File: src/rtl/rv_ifu_fetch_pkg.sv
// Shared definitions for the RV32 instruction-fetch stage and its consumers.
package rv_ifu_fetch_pkg;

    localparam int unsigned XLEN = 32;

    // Width of the {pc, inst} message handed from fetch to decode.
    localparam int unsigned IF_ID_WIDTH = 2 * XLEN;

    localparam logic [XLEN-1:0] RESET_PC_DEFAULT = 32'h8000_0000;

    typedef enum logic [1:0] {
        S_REQ  = 2'd0,
        S_WAIT = 2'd1,
        S_HOLD = 2'd2
    } fetch_state_t;

endpackage

File: src/rtl/rv_ifu_fetch.sv
// Instruction-fetch stage: holds the PC, issues one word fetch at a time and
// presents {pc, inst} to decode. Redirects override the PC in every state and
// cause any in-flight fetch made stale by them to be dropped.
module rv_ifu_fetch
    import rv_ifu_fetch_pkg::*;
#(
    parameter int unsigned       WIDTH    = XLEN,
    parameter logic [WIDTH-1:0]  RESET_PC = WIDTH'(RESET_PC_DEFAULT)
) (
    input  logic                 clk,
    input  logic                 rst,
    output logic                 imem_req_valid,
    input  logic                 imem_req_ready,
    output logic [WIDTH-1:0]     imem_addr,
    input  logic                 imem_rsp_valid,
    input  logic [WIDTH-1:0]     imem_rsp_data,
    output logic                 imem_rsp_ready,
    input  logic                 redirect_valid,
    input  logic [WIDTH-1:0]     redirect_pc,
    output logic                 if_id_valid,
    input  logic                 if_id_ready,
    output logic [2*WIDTH-1:0]   IF_ID_message,
    output logic                 if_misalign
);

    fetch_state_t          r_state;
    logic [WIDTH-1:0]      r_pc;
    logic [WIDTH-1:0]      r_addr;
    logic                  r_stale;
    logic [2*WIDTH-1:0]    r_out;
    logic                  r_misalign;

    logic [WIDTH-1:0]      w_redir_tgt;
    logic [WIDTH-1:0]      w_pc_next;
    logic                  w_redir_mis;

    // Redirect targets are word-aligned by dropping the low two bits.
    assign w_redir_tgt = {redirect_pc[WIDTH-1:2], 2'b00};
    assign w_redir_mis = |redirect_pc[1:0];
    assign w_pc_next   = r_pc + WIDTH'(4);

    assign imem_req_valid = (r_state == S_REQ);
    assign imem_addr      = r_addr;
    assign imem_rsp_ready = (r_state == S_WAIT);
    assign if_id_valid    = (r_state == S_HOLD);
    assign IF_ID_message  = r_out;
    assign if_misalign    = r_misalign;

    // Fetch FSM: request, wait for response, hold result until decode takes it.
    always_ff @(posedge clk or negedge rst) begin
        if (!rst) begin
            r_state <= S_REQ;
            r_pc    <= RESET_PC;
            r_addr  <= RESET_PC;
            r_stale <= 1'b0;
            r_out   <= '0;
        end else begin
            case (r_state)
                S_REQ: begin
                    // The issued request is left untouched; its response is
                    // marked for discard and the target refetched afterwards.
                    if (redirect_valid) begin
                        r_pc    <= w_redir_tgt;
                        r_stale <= 1'b1;
                    end
                    if (imem_req_ready) begin
                        r_state <= S_WAIT;
                    end
                end
                S_WAIT: begin
                    if (redirect_valid) begin
                        r_pc <= w_redir_tgt;
                        if (imem_rsp_valid) begin
                            // Response retires this cycle, so nothing is left
                            // in flight to mark stale: fetch the target next.
                            r_addr  <= w_redir_tgt;
                            r_stale <= 1'b0;
                            r_state <= S_REQ;
                        end else begin
                            r_stale <= 1'b1;
                        end
                    end else if (imem_rsp_valid) begin
                        if (r_stale) begin
                            r_addr  <= r_pc;
                            r_stale <= 1'b0;
                            r_state <= S_REQ;
                        end else begin
                            r_out   <= {r_addr, imem_rsp_data};
                            r_state <= S_HOLD;
                        end
                    end
                end
                S_HOLD: begin
                    if (redirect_valid) begin
                        r_pc    <= w_redir_tgt;
                        r_addr  <= w_redir_tgt;
                        r_out   <= '0;
                        r_state <= S_REQ;
                    end else if (if_id_ready) begin
                        r_pc    <= w_pc_next;
                        r_addr  <= w_pc_next;
                        r_state <= S_REQ;
                    end
                end
                default: begin
                    r_state <= S_REQ;
                end
            endcase
        end
    end

    // Sticky record of any redirect whose target was not word aligned.
    always_ff @(posedge clk or negedge rst) begin
        if (!rst) begin
            r_misalign <= 1'b0;
        end else if (redirect_valid && w_redir_mis) begin
            r_misalign <= 1'b1;
        end
    end

endmodule

File: config.mk
export PLATFORM = sky130hd
export DESIGN_NAME = rv_ifu_fetch
export DESIGN_NICKNAME = d
export VERILOG_FILES = /design/src/rtl/rv_ifu_fetch_pkg.sv /design/src/rtl/rv_ifu_fetch.sv
export SDC_FILE = /design/constraint.sdc
export NUM_CORES = 1
export LEC_CHECK = 0
export CORE_MARGIN = 5
export CORE_UTILIZATION = 46
export CTS_BUF_LIST = sky130_fd_sc_hd__clkbuf_4 sky130_fd_sc_hd__clkbuf_8
export DETAILED_ROUTE_END_ITERATION = 10
export GPL_TIMING_DRIVEN = 0
export PLACE_DENSITY = 0.77
export SLEW_MARGIN = 15
export SYNTH_ARGS = -nofsm -noshare
export SYNTH_HDL_FRONTEND = slang
export SYNTH_SLANG_ARGS = --single-unit
File: constraint.sdc
create_clock -name clk -period 2 [get_ports clk]
set_clock_uncertainty 0.1 [all_clocks]
set_input_delay 0.4 -clock clk [delete_from_list [all_inputs] [get_ports clk]]
set_output_delay 0.4 -clock clk [all_outputs]
set_load 0.05 [all_outputs]
==> flow_metrics.py, run 1 <==
metrics = {
    "route": {
        "wire_per_inst_um": 20.70,
        "drtAntennaViolNets": 0,
        "wirelength_mm": 25.26,
        "dr.first_iter.drc_count": 823,
        "drtPass1Iterations": 6,
        "viasPerCell": 5.910,
        "vias": 7210,
        "drc": 0,
    },
    "sta": {
        "rsz0062_at_grt": "true",
        "fin_crit_ps": 2144,
        "finalCritPeriodShare_pct": 107.2,
        "max_clock_freq_mhz": 466.4,
        "tightest_slew_ps": 561.5,
        "hold_viol": 0,
        "layout_setup_ws_ps": -144.3,
        "slew_headroom_pct": 62.31,
        "finalSetupViolCount": 20,
        "slew_viol_final": 0,
        "setup_tns_ps": -705.4,
    },
    "power_and_ir_drop": {
        "power_per_cell_area_nw_per_um2": 1744,
        "p_total_mw": 18.03,
        "p_leak_nw": 4.755,
        "vdd_drop_max_mv": 0.5887,
    },
    "outcome": {
        "violations": "setup timing",
        "status": "finished with violations",
    },
    "clock_tree": {
        "clockBufferDepth": 2,
        "clock-sinks": 132,
        "clock_latency_ps": 460,
        "cts_tree": "yes",
        "cts_made_buffers": 17,
        "htree_levels": 4,
        "clkTransAtPathRegs_ps": 80,
        "root_buffer": "clkbuf_8",
    },
    "critical_path": {
        "start_kind": "flop",
        "worstSetupEndpointType": "flop",
        "cp_data_required_time_ps": 2240,
        "path_class": "flop to flop",
        "worstPathArrival_ps": 2380,
        "r2r_slack_ps": -140,
        "critical_path.max_fanout": 5,
    },
    "logic_synthesis": {
        "synthArstFlopShare_pct": 100.0,
        "synth_area_per_cell_um2": 8.755,
        "synth-seq-cells": 132,
        "ys.flop_type": "dfrtp_1",
        "synth.distinct_cells": 68,
        "netlist_area_um2": 6917,
        "yosysWarnings": 0,
        "synth-seq-area-share_pct": 47.79,
        "synth_edf_count": 0,
        "synthCells": 790,
        "syn_nets": 865,
    },
    "global_routing": {
        "grt_pass1_vias": 6521,
        "grt_max_degree": 90,
        "track_usage_pct": 26.71,
        "grt_antenna_before_repair": 1,
        "grt_pass1_wl_mm": 36.96,
        "grt-ovfl-total": 0,
    },
    "cells_and_area": {
        "layout-drive-gt1-share_pct": 24.03,
        "num_antenna_cells": 0,
        "area_growth_pct": 49.44,
        "stdcell_area_um2": 10340,
        "fin_nets": 1098,
        "finalNonFillerCells": 1220,
    },
    "floorplan": {
        "core_area_um2": 14640,
        "start_util_pct": 47.23,
        "pin_count": 170,
        "die_x_um": 132.6,
        "fp.dieH_um": 132.6,
        "die-area_um2": 17590,
        "rows": 44,
    },
    "placement": {
        "dp.cells": 1144,
        "place_congestion": 0.9697,
        "dpl_cell_area_um2": 8930,
        "hpwl_mm": 17.28,
        "port_buffers": 169,
    },
    "job": {
        "cap_viol_max_count": 0,
    },
    "worst_hold_path": {
        "holdCritPathClass": "input port to asynchronous set/reset pin",
    },
}
[placed cells by master (no fill, tap or decap), types with 20 or more instances in the layout]
master             n
clkbuf_8          20
nand2_1          154
a21oi_1           51
o21ai_0           45
dlygate4sd2_1     96
o21ai_1           44
buf_4             47
nor2_1            25
clkdlybuf4s50_1   68
dfrtp_1          126
nand3_1           28
[cell usage after synthesis (11+ instances only)]
| master | number | area share [%] |
|---|---|---|
| nand2_1 | 176 | 9.6 |
| nor2_1 | 29 | 1.6 |
| a31oi_1 | 11 | 0.99 |
| o22ai_1 | 12 | 1.1 |
| o21ai_0 | 98 | 7.1 |
| xor2_1 | 12 | 1.5 |
| nand3_1 | 29 | 2.1 |
| clkbuf_1 | 31 | 1.7 |
| dfrtp_1 | 130 | 47 |
| and3_1 | 15 | 1.4 |
| nand4_1 | 14 | 1.3 |
| a21oi_1 | 55 | 4.0 |
| buf_2 | 22 | 1.6 |
[cells by family (layout without fill, tap and decap cells)]
group | Yosys count | count (layout) | share of synthesized area (%)
AND/OR/NAND/NOR | 315 | 315 | 22.52
flip-flops | 132 | 132 | 47.79
XOR/XNOR | 21 | 21 | 2.659
multiplexers | 7 | 7 | 1.013
adder cells (fa/ha/maj) | 5 | 5 | 0.9045
AO/OA/AOI/OAI | 235 | 235 | 20.13
buffers and inverters | 75 | 321 | 4.975
[critical path: stages, from the launching register on]
cell and delay (ps):
dfrtp_2 430, inv_4 70, ha_4 180, buf_8 130, nand4_1 170, buf_4 200
buf_6 120, nor3_4 110, xor2_1 80, mux2i_1 300, o21ai_1 130
[layout make-up]
type | count | area, um2
Timing Repair Buffer | 217 | 2101
Sequential cell | 132 | 3311
Buffer | 61 | 524.3
Multi-Input combinational cell | 583 | 3687
Tap cell | 184 | 230.2
Inverter | 11 | 50.05
Clock buffer | 21 | 282.8
Clock inverter | 11 | 150.1
Fill cell | 1165 | 4308
[final timing paths]
path	from	to	depth (start not counted)
setup / recovery	r_state[0]	imem_addr[14]	10
hold / removal	rst	r_stale	2
setup reg to reg	r_state[0]	imem_addr[14]	10
hold reg to reg	if_misalign	if_misalign	1
max in group asynchronous	rst	IF_ID_message[49]	3
min in group clk	if_misalign	if_misalign	1
[sequential cells by signal (all words and copies together) (netlist names)]
signal         cells
IF_ID_message     64
imem_addr         32
r_pc              32
r_state            2
if_misalign        1
r_stale            1
[stage by stage]
stage          hold WS, ps  utilization, %  worst slack (ps)
4_1_cts              317.7           64.99            -86.27
6_report             315.6           70.58            -144.3
3_5_place_dp         223.9           60.98            -823.8
3_3_place_gp         352.1           60.76             -4936
5_1_grt              348.1           70.58            -167.8
2_1_floorplan        4.409               -            -114.3
[report_power, final]
part,internal (mW),total [mW],switching [mW]
registers,3.87,4.99,1.12
logic,3.53,10.6,7.05
clock network,1.35,2.46,1.11
[layer usage]
metal  global-route usage, %  share of wire (%)  wire length [um]  up-vias
li1                        -                  -                 -     3280
met1                   35.25                 40             10050     3373
met2                   42.29                 47             11810      450
met3                   7.327                9.0              2268      105
met4                   9.815                4.4              1107        2
met5                       0              0.075                19        -
[repair_timing]
item                                    in CTS  in global routing
endpoints found under the setup margin     229                114
pin swaps                                    1                 29
gates cloned                                 0                  9
hold buffers                                 1                  0
buffers inserted                             7                 31
gates resized for setup                    192                199
endpoints found under the hold margin       43                  0
(Power assumes the default switching activity.)
==> run 2: changes to the inputs <==
CORE_MARGIN = default   (was 5)
CORE_UTILIZATION = 51   (was 46)
PLACE_DENSITY = 0.81   (was 0.77)
RECOVER_POWER = 25   (was default)
clock period = 2.16 ns   (was 2 ns; I/O delays follow)
==> flow_metrics.py, run 2 (synthesis gave the netlist of run 1 again) <==
metrics = {
    "sta": {
        "rsz0062_at_grt": "true",
        "finalSetupViolCount": 0,
        "slew_headroom_pct": 40.27,
        "fin_crit_ps": 2152,
        "hold_viol": 0,
        "setup_tns_ps": 0,
        "slew_viol_final": 0,
        "holdWs_ps": 375.6,
        "layout_setup_ws_ps": 8.133,
        "finalCritPeriodShare_pct": 99.62,
        "tightest_slew_ps": 896.0,
        "max_clock_freq_mhz": 464.7,
    },
    "power_and_ir_drop": {
        "power_per_cell_area_nw_per_um2": 1630,
        "vdd_drop_max_mv": 0.8070,
        "p_switching_mw": 8.060,
        "p_clk_share_pct": 13.8,
        "power_frac_comb_pct": 57.1,
        "netSwitchingFraction_pct": 52.10,
        "p_seq_share_pct": 29.0,
        "p_total_mw": 15.47,
        "p_leak_nw": 4.663,
        "internal_power_mw": 7.411,
    },
    "global_routing": {
        "track_usage_pct": 34.15,
        "grt_pass1_wl_mm": 36.50,
        "grt_pass1_vias": 6516,
        "grt-ovfl-total": 0,
        "grt_antenna_before_repair": 0,
        "grt_max_degree": 68,
    },
    "cells_and_area": {
        "finalNonFillerCells": 1172,
        "fillers": 1069,
        "largest_register_ffs": 64,
        "num_antenna_cells": 0,
        "final_core_util_pct": 71.69,
        "stdcell_area_um2": 9494,
        "layout-drive-gt1-share_pct": 14.76,
        "layout_commonest_cell": "nand2_1",
        "fin_nets": 1059,
        "final_cell_mix": "176 x nand2_1, 128 x dfrtp_1, 96 x o21ai_0",
        "area_growth_pct": 37.26,
    },
    "critical_path": {
        "path_class": "flop to flop",
        "r2r_slack_ps": 8,
        "start_kind": "flop",
        "critical_path.max_fanout": 10,
        "worstPathArrival_ps": 2380,
        "worstSetupEndpointType": "flop",
        "cp_data_required_time_ps": 2390,
    },
    "route": {
        "viasPerCell": 5.957,
        "dr.first_iter.drc_count": 675,
        "wirelength_mm": 23.54,
        "wire_per_inst_um": 20.08,
        "drtPass1Iterations": 6,
        "vias": 6982,
        "drc": 0,
        "drtAntennaViolNets": 0,
    },
    "clock_tree": {
        "clock_latency_ps": 450,
        "cts_made_buffers": 17,
        "clock-sinks": 132,
        "htree_levels": 4,
        "root_buffer": "clkbuf_8",
        "clkTransAtPathRegs_ps": 80,
        "clockBufferDepth": 2,
        "cts_tree": "yes",
    },
    "worst_hold_path": {
        "holdCritPathClass": "flop to flop",
    },
    "placement": {
        "hpwl_mm": 17.24,
        "dp.cells": 1136,
        "pre_cts_ws_ps": -722.9,
        "dpl_cell_area_um2": 8872,
        "place_congestion": 0.9654,
        "port_buffers": 169,
    },
    "floorplan": {
        "pin_count": 170,
        "fp.dieH_um": 118.5,
        "die-area_um2": 14030,
        "rows": 42,
        "die_x_um": 118.5,
        "core_area_um2": 13240,
        "start_util_pct": 52.23,
    },
    "job": {
        "cap_viol_max_count": 0,
    },
    "outcome": {
        "status": "complete, no violations",
    },
}
==> run 2: cell count changes in the layout (fill, tap and decap cells not counted), sizes merged <==
cell           previous run  this run
bufinv                    3         2
inv                      11        10
buf                      85        31
clkbuf                   48        62
clkdlybuf4s50            68        69
dlymetal6s2s              0        32
clkinvlp                  3         4
dlygate4sd2              96        64
clkdlybuf4s15             1         3
clkinv                    5         3
==> run 2: layout make-up <==
type                            count  area [um2]  share of cell area [%]
Sequential cell                   132        3308                   34.84
Inverter                           11       42.54                  0.4481
Clock inverter                      8       100.1                   1.054
Timing Repair Buffer              176        1752                   18.45
Buffer                             63       376.6                   3.967
Multi-Input combinational cell    583        3391                   35.71
Tap cell                          176       220.2                   2.319
Clock buffer                       23       304.0                   3.202
==> run 2: final timing paths <==
path                        startpoint           endpoint  cells past startpoint
setup / recovery            r_state[0]      imem_addr[20]                      8
hold / removal             if_misalign        if_misalign                      1
setup reg to reg            r_state[0]      imem_addr[20]                      8
hold reg to reg            if_misalign        if_misalign                      1
max in group asynchronous          rst            r_pc[3]                      3
min in group asynchronous          rst  IF_ID_message[26]                      2
==> run 2: worst max-delay path, cell delays in order (launching register included) <==
cell and delay, ps:
dfrtp_1 390, inv_2 110, ha_4 170, buf_8 150, nand4_1 150, or3_1 380, o21a_1 190, o311ai_2 280
nand2_1 90
==> run 2: metal layers <==
layer	vias to the layer above	GRT usage, %	part of all wire (%)
met2	432	53.53	46
met4	0	14.24	3.4
li1	3191	-	-
met1	3300	45.25	41
met5	-	0	0
met3	59	8.494	9.7
==> run 2: power groups by stage <==
| stage | Combinational (mW) | Clock (mW) | Sequential (mW) |
|---|---|---|---|
| after floorplan | 3.20 | 0 | 7.07 |
| after global placement | 8.76 | 0 | 4.49 |
| after detailed placement | 8.87 | 0 | 4.54 |
| after CTS | 8.62 | 2.16 | 4.47 |
| after global routing | 9.37 | 2.26 | 4.63 |
| final | 8.84 | 2.14 | 4.49 |
==> run 2: what timing repair did <==
item | 4_1_cts | 5_1_grt
setup buffers | 4 | 1
hold endpoints to repair | 63 | 0
endpoints found under the setup margin | 195 | 137
resized for setup | 101 | 88
hold buffers | 1 | 0
gates cloned | 0 | 0
pin swaps | 1 | 0
==> run 3: changes to the inputs <==
CTS_CLUSTER_SIZE = 8   (was default)
==> results of run 3 <==
The final DEF is identical to that of run 2; final timing and power are the same.
